$ cat src/rtl/microc_pkg.sv
// Shared encodings for the microc core: PC operations and ALU operations.
// Control unit, PC unit and testbenches all import this package.
package microc_pkg;

    localparam logic [2:0] OP_INC  = 3'b000;
    localparam logic [2:0] OP_JMP  = 3'b001;
    localparam logic [2:0] OP_JZ   = 3'b010;
    localparam logic [2:0] OP_JNZ  = 3'b011;
    localparam logic [2:0] OP_CALL = 3'b100;
    localparam logic [2:0] OP_RET  = 3'b101;
    localparam logic [2:0] OP_HOLD = 3'b110;

    localparam logic [2:0] ALU_ADD  = 3'b000;
    localparam logic [2:0] ALU_SUB  = 3'b001;
    localparam logic [2:0] ALU_AND  = 3'b010;
    localparam logic [2:0] ALU_OR   = 3'b011;
    localparam logic [2:0] ALU_XOR  = 3'b100;
    localparam logic [2:0] ALU_PASS = 3'b101;

endpackage

$ cat src/rtl/ret_stack.sv
// Return-address LIFO. The top entry is read combinationally from the
// registered stack pointer, so a pop can follow a push with no bubble.
module ret_stack #(
    parameter int W     = 10,
    parameter int DEPTH = 4
) (
    input  logic                       clk,
    input  logic                       reset,
    input  logic                       push,
    input  logic                       pop,
    input  logic [W-1:0]               din,
    output logic [W-1:0]               top,
    output logic [$clog2(DEPTH+1)-1:0] sp,
    output logic                       full,
    output logic                       empty
);

    localparam int SP_W = $clog2(DEPTH + 1);
    localparam int AW   = (DEPTH > 1) ? $clog2(DEPTH) : 1;

    logic [W-1:0]    r_mem [2**AW];
    logic [SP_W-1:0] r_sp;
    logic [SP_W-1:0] w_sp_dec;
    logic            w_do_push;
    logic            w_do_pop;

    assign w_sp_dec  = r_sp - SP_W'(1);
    assign w_do_push = push && !full;
    assign w_do_pop  = pop && !empty;

    // NOTE: non-blocking assignments in clocked blocks so every register samples pre-edge values.
    always_ff @(posedge clk or posedge reset) begin
        if (reset) begin
            r_sp <= '0;
        end else if (w_do_push) begin
            r_sp <= r_sp + SP_W'(1);
        end else if (w_do_pop) begin
            r_sp <= w_sp_dec;
        end
    end

    // NOTE: storage is deliberately not reset; contents are only read below a valid sp.
    always_ff @(posedge clk) begin
        if (w_do_push) begin
            r_mem[r_sp[AW-1:0]] <= din;
        end
    end

    assign top   = r_mem[w_sp_dec[AW-1:0]];
    assign sp    = r_sp;
    assign full  = (r_sp == SP_W'(DEPTH));
    assign empty = (r_sp == '0);

endmodule

$ cat src/rtl/pc_call_unit.sv
// Program-counter unit with jump, conditional jump, call and return.
// Stack overflow/underflow vectors to TRAP_VEC and sets a sticky error flag.
module pc_call_unit
    import microc_pkg::*;
#(
    parameter int              PC_W      = 10,
    parameter int              DEPTH     = 4,
    parameter logic [PC_W-1:0] RESET_VEC = '0,
    parameter logic [PC_W-1:0] TRAP_VEC  = '1
) (
    input  logic                       clk,
    input  logic                       reset,
    input  logic [2:0]                 pc_op,
    input  logic [PC_W-1:0]            target,
    input  logic                       z,
    input  logic                       stall,
    output logic [PC_W-1:0]            pc,
    output logic [$clog2(DEPTH+1)-1:0] sp,
    output logic                       full,
    output logic                       empty,
    output logic                       ovf_err,
    output logic                       unf_err
);

    logic [PC_W-1:0] r_pc;
    logic            r_ovf_err;
    logic            r_unf_err;
    logic [PC_W-1:0] w_pc_inc;
    logic [PC_W-1:0] w_pc_next;
    logic [PC_W-1:0] w_top;
    logic            w_full;
    logic            w_empty;
    logic            w_is_call;
    logic            w_is_ret;
    logic            w_push;
    logic            w_pop;
    logic            w_ovf;
    logic            w_unf;

    assign w_pc_inc  = r_pc + PC_W'(1);
    assign w_is_call = (pc_op == OP_CALL);
    assign w_is_ret  = (pc_op == OP_RET);
    assign w_push    = !stall && w_is_call && !w_full;
    assign w_pop     = !stall && w_is_ret && !w_empty;
    assign w_ovf     = !stall && w_is_call && w_full;
    assign w_unf     = !stall && w_is_ret && w_empty;

    ret_stack #(
        .W     (PC_W),
        .DEPTH (DEPTH)
    ) u_ret_stack (
        .clk   (clk),
        .reset (reset),
        .push  (w_push),
        .pop   (w_pop),
        .din   (w_pc_inc),
        .top   (w_top),
        .sp    (sp),
        .full  (w_full),
        .empty (w_empty)
    );

    // NOTE: default assignment first so no path through the case can infer a latch.
    always_comb begin
        w_pc_next = w_pc_inc;
        case (pc_op)
            OP_JMP:  w_pc_next = target;
            OP_JZ:   w_pc_next = z ? target : w_pc_inc;
            OP_JNZ:  w_pc_next = z ? w_pc_inc : target;
            OP_CALL: w_pc_next = w_full ? TRAP_VEC : target;
            OP_RET:  w_pc_next = w_empty ? TRAP_VEC : w_top;
            OP_HOLD: w_pc_next = r_pc;
            default: w_pc_next = w_pc_inc;
        endcase
    end

    always_ff @(posedge clk or posedge reset) begin
        if (reset) begin
            r_pc      <= RESET_VEC;
            r_ovf_err <= 1'b0;
            r_unf_err <= 1'b0;
        end else begin
            if (!stall) begin
                r_pc <= w_pc_next;
            end
            if (w_ovf) begin
                r_ovf_err <= 1'b1;
            end
            if (w_unf) begin
                r_unf_err <= 1'b1;
            end
        end
    end

    assign pc      = r_pc;
    assign full    = w_full;
    assign empty   = w_empty;
    assign ovf_err = r_ovf_err;
    assign unf_err = r_unf_err;

endmodule

$ cat config.mk
export PLATFORM = sky130hd
export DESIGN_NAME = pc_call_unit
export DESIGN_NICKNAME = d
export VERILOG_FILES = /design/src/rtl/microc_pkg.sv /design/src/rtl/ret_stack.sv /design/src/rtl/pc_call_unit.sv
export SDC_FILE = /design/constraint.sdc
export NUM_CORES = 1
export LEC_CHECK = 0
export ABC_AREA = 1
export ABC_CLOCK_PERIOD_IN_PS = 2400
export CAP_MARGIN = 15
export CORE_ASPECT_RATIO = 1.4
export CORE_UTILIZATION = 51
export CTS_CLUSTER_DIAMETER = 60
export CTS_CLUSTER_SIZE = 25
export DETAILED_ROUTE_END_ITERATION = 10
export PLACE_DENSITY = 0.76
export SLEW_MARGIN = 25
export SYNTH_ARGS = -nofsm -noshare
export SYNTH_HDL_FRONTEND = slang
export SYNTH_HIERARCHICAL = 1
export SYNTH_SLANG_ARGS = --single-unit
$ cat constraint.sdc
create_clock -name clk -period 2.4 [get_ports clk]
set_input_delay 0.48 -clock clk [delete_from_list [all_inputs] [get_ports clk]]
set_output_delay 0.48 -clock clk [all_outputs]
set_load 0.03 [all_outputs]
==> key figures, run 1 <==
Clocking
  • Root buffer cell: clkbuf_8
  • Clock Path Buffers: 2
  • Hold buffer count at cts: 0
  • Num CTS Buffers: 5
  • Clock-pin slew reported for the worst setup and hold paths after clock tree synthesis: 0.10 ns
  • Worst-Skew Late Latency: 0.32 ns
  • Post-CTS Setup Repair Bufs: 0
  • TritonCTS clock tree: yes
  • H-tree lvl count: 2
  • Resized Gates After CTS: 0
  • Number of sinks handled by clock tree synthesis: 55

Synth
  • Number of warnings issued by yosys: 6
  • Nets in the synthesized netlist: 370
  • Avg Inst Size Synth: 8.58 sq um
  • Cell count after synthesis: 346
  • Most area-hungry cell type in the Yosys netlist: edfxtp_1
  • Most frequent cell after synthesis: nand2_1
  • Commonest register cell after synthesis: edfxtp_1
  • Synth top area cells: edfxtp_1 40%, dfrtp_1 13%, nand2_1 12%, inv_1 6.3%, nor2_1 6.1%
  • Post-synth EDFFs: 40
  • Post-synthesis sequential area ratio: 53.1%
  • Summed instance area of the synthesized netlist: slightly below 3000 sq um
  • Number of distinct library cells after synthesis: 28
  • Post-synth top cells: 95 x nand2_1, 50 x inv_1, 48 x nor2_1
  • Async SR Flop Fraction: 27.3%
  • Register bit count reported by yosys: 55
  • Fraction of synthesized cell area taken by the top area cell type: about 40%

Timing
  • Unrepaired setup endpoints after global routing: false
  • Final critical path time including I/O delays and setup: 2.14 ns
  • Number of slew-limit violations in the final report: 0
  • Maximum clock skew at final layout: roughly 0.006 ns
  • Final hold vios: 0
  • Count of endpoints failing setup in the final report: 0
  • Share of the cycle needed by the critical path after routing: 89.0%
  • Setup Total Neg Slack: 0 ns
  • Max Freq: 468 MHz
  • Worst Hold Slack: 0.353 ns
  • Transition time at the pin with the least slew margin: 0.502 ns
  • Final setup margin: 0.265 ns
  • Slew headroom: 66.5%

Drt
  • Average wire length per cell after detail routing: about 13 microns
  • Detailed router's first-iteration violation count: 88
  • Vias/cell: 5.03
  • Wirelength, routed: 6050 microns
  • Drt first pass iters: 4
  • Vias post-DR: ~2,300
  • Number of DRC violations after detailed routing: 0
  • DRT antenna net count: 0

Place
  • Detailed-placement wirelength estimate: 4750 microns
  • GP Congestion: 0.920
  • Total placed cells including tap cells: approximately 450
  • Placed Area: approximately 3500 sq um
  • Post-place setup slack: between 0.05 and 0.06 ns
  • Buffers on Ports: 33

Final layout
  • Fraction of final layout cells sized beyond drive strength 1: 10.6%
  • Register cell area after layout: 1580 sq um
  • Layout overhead on the synthesized area: 20.3%
  • Post-route cell area: 3570 sq um
  • Number of diodes: 0
  • Number of nets in the layout: just over 400
  • Fillcell total: 466
  • Final Non-Filler Cells: about 460
  • Area used by multi-input combinational logic: 1140 sq um

Setup path
  • Crit path capture type: register
  • Required time of the critical path: 2.44 ns
  • Cell family with the largest share of critical-path delay: simple AND/OR/NAND/NOR gates
  • Reg-to-reg startpoint: u_ret_stack/sp[1]
  • Element type at the critical path start: register
  • Peak fanout along the critical path: 10
  • CP max stage cell: dfrtp_1
  • Worst R2R Setup Slack: 0.26 ns
  • WS Path Type: reg -> reg
  • Crit path buf inv count: 3
  • Crit-path cells: inv_1, ha_1, nand2_1, inv_1, nor3_1, nand2_2, nor2_2, buf_12
  • Worst path arrival time: 2.18 ns
  • Worst reg-to-reg path cell count: 8
  • Delay of the slowest critical-path stage: roughly 0.45 ns
  • Critical path's most frequent cell: inv_1
  • R2r endpoint: u_ret_stack/r_mem[1][3]

Floorplan
  • Site Rows: 32
  • I/O pin total: 34
  • Effective utilization at floorplan: 53.3%
  • Height of the die: 92.3 microns
  • Area of the die: 6140 sq um
  • Placeable Area: 5570 sq um
  • Die width: 66.5 microns

GRT
  • Overall track demand over capacity in global routing: 22.0%
  • Global-route met2 utilization: about two fifths
  • First-pass GRT wire length: 10000 microns
  • Global Route met1 Usage: between 20% and 30%
  • Vias in the first global route: 2,183
  • Busiest layer in global routing: met2
  • Largest net degree at the start of global routing: 23
  • Met3 layer usage reported by global route: 2.74%
  • Global-route congestion overflow total: 0
  • Initial antenna violation count: 0

Status
  • Outcome: finished clean

Pwr
  • Maximum vdd drop: 0.540 mV
  • Power per cell area: 988 nW/um^2
  • Leakage: between 1.5 and 2 nW

Flow run
  • Total of max-cap violations: 0

Min path
  • Worst hold path class: in -> async
[flip-flops by register name, summed over array words and instances, names as in the netlist]
name and cells:
u_ret_stack/r_mem 40, pc 10, u_ret_stack/sp 3, ovf_err 1
unf_err 1
[through the flow]
step                power, mW  utilization, %
detailed placement       2.99            62.3
CTS                      3.54            64.1
finish                   3.53            64.2
global placement         2.96            62.3
global route             3.76            64.2
floorplan                2.46               -
[cell families (layout without fill, tap and decap cells)]
group	after synthesis	after routing	share of synthesized area, %
compound gates	44	44	10.3
fa+ha+maj	7	7	2.95
simple gates	172	172	23.9
buf+inv	65	107	8.89
xor+xnor	3	3	0.885
flops	55	55	53.1
[layout make-up]
class                           count  area share (%)
Sequential cell                    55            44.2
Clock inverter                      3           0.946
Timing Repair Buffer               44            12.8
Clock buffer                        5            1.93
Inverter                           55            5.78
Multi-Input combinational cell    226            32.0
Tap cell                           68            2.38
[cell usage in the layout (no fill, tap or decap), types with 3 or more instances in the layout]
cell type,count
clkdlybuf4s50_1,31
buf_12,4
o21a_1,6
nand3_1,18
clkbuf_8,5
nor2_1,44
inv_1,50
nand2_1,95
inv_2,5
buf_4,9
o21ai_0,9
a21oi_1,3
dfrtp_1,14
edfxtp_1,40
xor2_1,3
nor2_2,5
o211ai_1,21
ha_1,6
[layer usage]
metal	vias to the layer above	share of wire [%]
met5	-	0
met4	0	1.7
met3	8	2.7
met2	35	52
met1	1052	43
li1	1199	-
[worst reg2reg max path: cells and delay by family, from the launching register on]
kind,cells,cell delay (ns)
simple gates,4,0.80
fa+ha+maj,1,0.19
buf+inv,3,0.43
flops,1,0.45
[where the power goes]
part | internal [mW] | switching (mW)
combinational | 0.608 | 1.07
clock | 0.220 | 0.323
sequential | 1.20 | 0.108
[how the worst max path moves through the flow]
stage / cells past startpoint / endpoint / startpoint
after floorplan: 10 / u_ret_stack/r_mem[1][0] / u_ret_stack/sp[0]
after global placement: 8 / u_ret_stack/r_mem[1][5] / pc_op[2]
after detailed placement: 8 / u_ret_stack/r_mem[1][5] / pc_op[2]
after CTS: 4 / empty / u_ret_stack/sp[1]
after global routing: 8 / u_ret_stack/r_mem[1][0] / u_ret_stack/sp[1]
final: 8 / u_ret_stack/r_mem[1][3] / u_ret_stack/sp[1]
Note: power is estimated with default switching activity, not from simulation.
==> run 2, diff against run 1 <==
--- a/config.mk
+++ b/config.mk
@@ -5,15 +5,14 @@
 export SDC_FILE = /design/constraint.sdc
 export NUM_CORES = 1
 export LEC_CHECK = 0
-export ABC_AREA = 1
-export ABC_CLOCK_PERIOD_IN_PS = 2400
 export CAP_MARGIN = 15
 export CORE_ASPECT_RATIO = 1.4
-export CORE_UTILIZATION = 51
+export CORE_UTILIZATION = 52
+export CTS_BUF_LIST = sky130_fd_sc_hd__clkbuf_4 sky130_fd_sc_hd__clkbuf_8
 export CTS_CLUSTER_DIAMETER = 60
 export CTS_CLUSTER_SIZE = 25
 export DETAILED_ROUTE_END_ITERATION = 10
-export PLACE_DENSITY = 0.76
+export PLACE_DENSITY = 0.78
 export SLEW_MARGIN = 25
 export SYNTH_ARGS = -nofsm -noshare
 export SYNTH_HDL_FRONTEND = slang
==> run 2 against run 1 <==
Utilization rose by 3.1 points. Global-route usage rose by 2.6 points. Combinational power barely moved. Wire length rose by 9.8%. Register-to-register slack got worse by 0.13 ns. Highest routed layer unchanged. Cell area fell by 0.70%. Largest power group unchanged. Largest cell class unchanged. Via count fell by 9.1%. Critical path depth did not move. Synthesized area fell by 2.1%. First-iteration DRC count rose by 120%. Maximum frequency fell by 5.6%. Critical path type unchanged.
==> key figures, run 2 <==
Status
  • Outcome: finished clean

Pwr
  • Power per cell area: 997 nW/um^2 (+0.83%)
  • Leakage: 1.31 nW (-19%)
  • Maximum vdd drop: 0.531 mV (-1.6%)
  • Power, Total: 3.53 mW (+0.12%)

Drt
  • Detailed router's first-iteration violation count: 192 (+120%)
  • Vias post-DR: 2,085 (-9.1%)
  • Vias/cell: 5.84 (+16%)
  • Average wire length per cell after detail routing: 18.6 microns (+40%)
  • Number of DRC violations after detailed routing: 0 (unchanged)
  • Wirelength, routed: 6640 microns (+9.8%)
  • Drt first pass iters: 5 (+1)
  • DRT antenna net count: 0 (unchanged)

Setup path
  • WS Path Type: reg -> reg
  • CP max stage cell: ha_1
  • Crit-path cells: inv_1, ha_1, mux4_2, nor2_1, nor2_1, a211oi_1, a21boi_1, a2bb2oi_1
  • CP Capture Point: pc[5]
  • Peak fanout along the critical path: 6 (-4)
  • Required time of the critical path: 2.58 ns (+0.14 ns)
  • Delay of the slowest critical-path stage: 0.44 ns (about the same)
  • Reg-to-reg startpoint: u_ret_stack/sp[1]
  • R2r endpoint: pc[5]
  • Worst reg-to-reg path cell count: 8 (unchanged)
  • Worst R2R Setup Slack: 0.14 ns (-0.13 ns)
  • Element type at the critical path start: register
  • Critical path's most frequent cell: nor2_1
  • Crit path capture type: register
  • Critical Path Source: u_ret_stack/sp[1]
  • Worst path arrival time: 2.44 ns (+0.26 ns)

Synth
  • Number of warnings issued by yosys: 6 (unchanged)
  • Commonest register cell after synthesis: edfxtp_1
  • Post-synth EDFFs: 40 (unchanged)
  • Nets in the synthesized netlist: 261 (-29%)
  • Avg Inst Size Synth: 12.3 sq um (+43%)
  • Fraction of synthesized cell area taken by the top area cell type: 41.3% (+0.89 points)
  • Post-synth top cells: 40 x edfxtp_1, 24 x nor2_1, 15 x dfrtp_1
  • Cell count after synthesis: 237 (-32%)
  • Most area-hungry cell type in the Yosys netlist: edfxtp_1
  • Most frequent cell after synthesis: edfxtp_1
  • Register bit count reported by yosys: 55 (unchanged)
  • Post-synthesis sequential area ratio: 54.3% (+1.2 points)
  • Summed instance area of the synthesized netlist: 2910 sq um (-2.1%)
  • Synth top area cells: edfxtp_1 41%, dfrtp_1 13%, mux4_2 7.8%, nor2_1 3.1%, ha_1 3.0%
  • Number of distinct library cells after synthesis: 54 (+93%)
  • Async SR Flop Fraction: 27.3% (unchanged)

Timing
  • Final critical path time including I/O delays and setup: 2.26 ns (+0.125 ns)
  • Final hold vios: 0 (unchanged)
  • Transition time at the pin with the least slew margin: 0.525 ns (+0.0226 ns)
  • Number of slew-limit violations in the final report: 0 (unchanged)
  • Max Freq: 442 MHz (-5.6%)
  • Unrepaired setup endpoints after global routing: false
  • Count of endpoints failing setup in the final report: 0 (unchanged)
  • Worst Hold Slack: 0.339 ns (-0.0144 ns)
  • Slew headroom: 65.0% (-1.5 points)
  • Maximum clock skew at final layout: 0.00961 ns (+0.00357 ns)
  • Share of the cycle needed by the critical path after routing: 94.2% (+5.2 points)

Floorplan
  • Height of the die: 90.4 microns (-2.0%)
  • Area of the die: 5890 sq um (-3.9%)
  • Die width: 65.2 microns (-2.0%)
  • Placeable Area: 5280 sq um (-5.2%)
  • Site Rows: 31 (-3.1%)
  • I/O pin total: 34 (unchanged)
  • Effective utilization at floorplan: 55.1% (+1.7 points)

GRT
  • Largest net degree at the start of global routing: 19 (-17%)
  • Vias in the first global route: 2,122 (-2.8%)
  • Global-route congestion overflow total: 0 (unchanged)
  • Initial antenna violation count: 0 (unchanged)
  • First-pass GRT wire length: 10,700 microns (+7.2%)
  • Overall track demand over capacity in global routing: 24.6% (+2.6 points)

Final layout
  • Number of diodes: 0 (unchanged)
  • Fraction of final layout cells sized beyond drive strength 1: 19.6% (+9.0 points)
  • Number of nets in the layout: 314 (-24%)
  • Most common cell after layout, fill and taps aside: edfxtp_1
  • Layout overhead on the synthesized area: 22.0%
  • Top library cells by usage in the layout, fill and taps aside: 40 x edfxtp_1, 31 x clkdlybuf4s50_1, 24 x nor2_1
  • Largest register FFs: 40 (unchanged)

Clocking
  • Worst-Skew Late Latency: 0.32 ns (about the same)
  • H-tree lvl count: 2 (unchanged)
  • Clock-pin slew reported for the worst setup and hold paths after clock tree synthesis: 0.10 ns (about the same)
  • Post-CTS Setup Repair Bufs: 0 (unchanged)
  • Clock Path Buffers: 2 (unchanged)
  • Resized Gates After CTS: 1 (+1)
  • Hold buffer count at cts: 0 (unchanged)
  • TritonCTS clock tree: yes
  • Num CTS Buffers: 5 (unchanged)
  • Root buffer cell: clkbuf_8
  • Number of sinks handled by clock tree synthesis: 55 (unchanged)

Flow run
  • Total of max-cap violations: 0 (unchanged)

Place
  • Buffers on Ports: 33 (unchanged)
  • Detailed-placement wirelength estimate: 4980 microns (+4.8%)
  • GP Congestion: 0.842 (-8.5%)

Min path
  • Worst hold path class: in -> async
-- run 2: cell count changes after synthesis, moves of 5 or more --
cell,previous run,this run
a211oi_1,0,6
a21oi_1,3,10
and2_2,0,5
buf_2,7,2
inv_1,50,14
inv_2,5,0
mux4_2,0,10
nand2_1,95,9
nand3_1,18,6
nor2_1,48,24
o211ai_1,21,1
xnor2_1,0,8
-- run 2: critical path: cells and delay by family, from the launching register on --
| kind | cells | cell delay [ns] |
|---|---|---|
| muxes | 1 | 0.36 |
| AOI/OAI and AO/OA | 3 | 0.71 |
| and+or+nand+nor | 2 | 0.16 |
| DFF | 1 | 0.36 |
| buffers and inverters | 1 | 0.08 |
| adders and majority gates | 1 | 0.44 |
-- run 2: final cells by class --
cell class                      instances  area [sq um]
Clock buffer                            5          68.8
Clock inverter                          3          23.8
Fill cell                             399          1730
Inverter                               14          52.6
Timing Repair Buffer                   57           532
Tap cell                               66          82.6
Multi-Input combinational cell        157          1210
Sequential cell                        55          1580
-- run 2: worst min path at each step --
stage / start / to / slack, ns / cells past startpoint
2_1_floorplan: reset / u_ret_stack/sp[1] / 0.23 / 1
3_3_place_gp: unf_err / unf_err / 0.44 / 1
3_5_place_dp: unf_err / unf_err / 0.45 / 1
4_1_cts: reset / u_ret_stack/sp[2] / 0.34 / 2
5_1_grt: reset / u_ret_stack/sp[1] / 0.38 / 2
6_report: reset / u_ret_stack/sp[2] / 0.34 / 2
-- run 2: routing by layer --
layer	part of all wire, %	wire length [microns]	vias to the layer above	GRT usage, %
met5	0	0	-	0
met4	2.8	186	0	10.1
li1	-	-	997	-
met2	51	3360	62	39.4
met3	4.2	279	14	4.17
met1	42	2820	1012	32.7
-- run 2: logic make-up after synthesis --
logic type,share of synthesized area [%]
adders and majority gates,3.01
buffers and inverters,4.35
xor gates and xnor gates,3.32
and+or+nand+nor,13.8
DFF,54.3
muxes,7.75
AOI/OAI and AO/OA,13.5
-- run 2: per-stage QoR --
| stage | instances | worst slack, ns | area [sq um] | utilization (%) | setup TNS (ns) |
|---|---|---|---|---|---|
| final | 357 | 0.139 | 3550 | 67.2 | 0 |
| after global routing | 357 | 0.0388 | 3550 | 67.2 | 0 |
| after CTS | 357 | 0.174 | 3550 | 67.2 | 0 |
| after detailed placement | 349 | -0.0136 | 3450 | 65.5 | -0.0185 |
| after global placement | 349 | 0.0102 | 3450 | 65.5 | 0 |
| after floorplan | 237 | -0.0506 | 2920 | - | -2.02 |
-- run 2: power breakdown --
part | switching, mW | internal, mW
clock | 0.312 | 0.212
combinational | 0.942 | 0.745
sequential | 0.110 | 1.21
total | 1.36 | 2.17
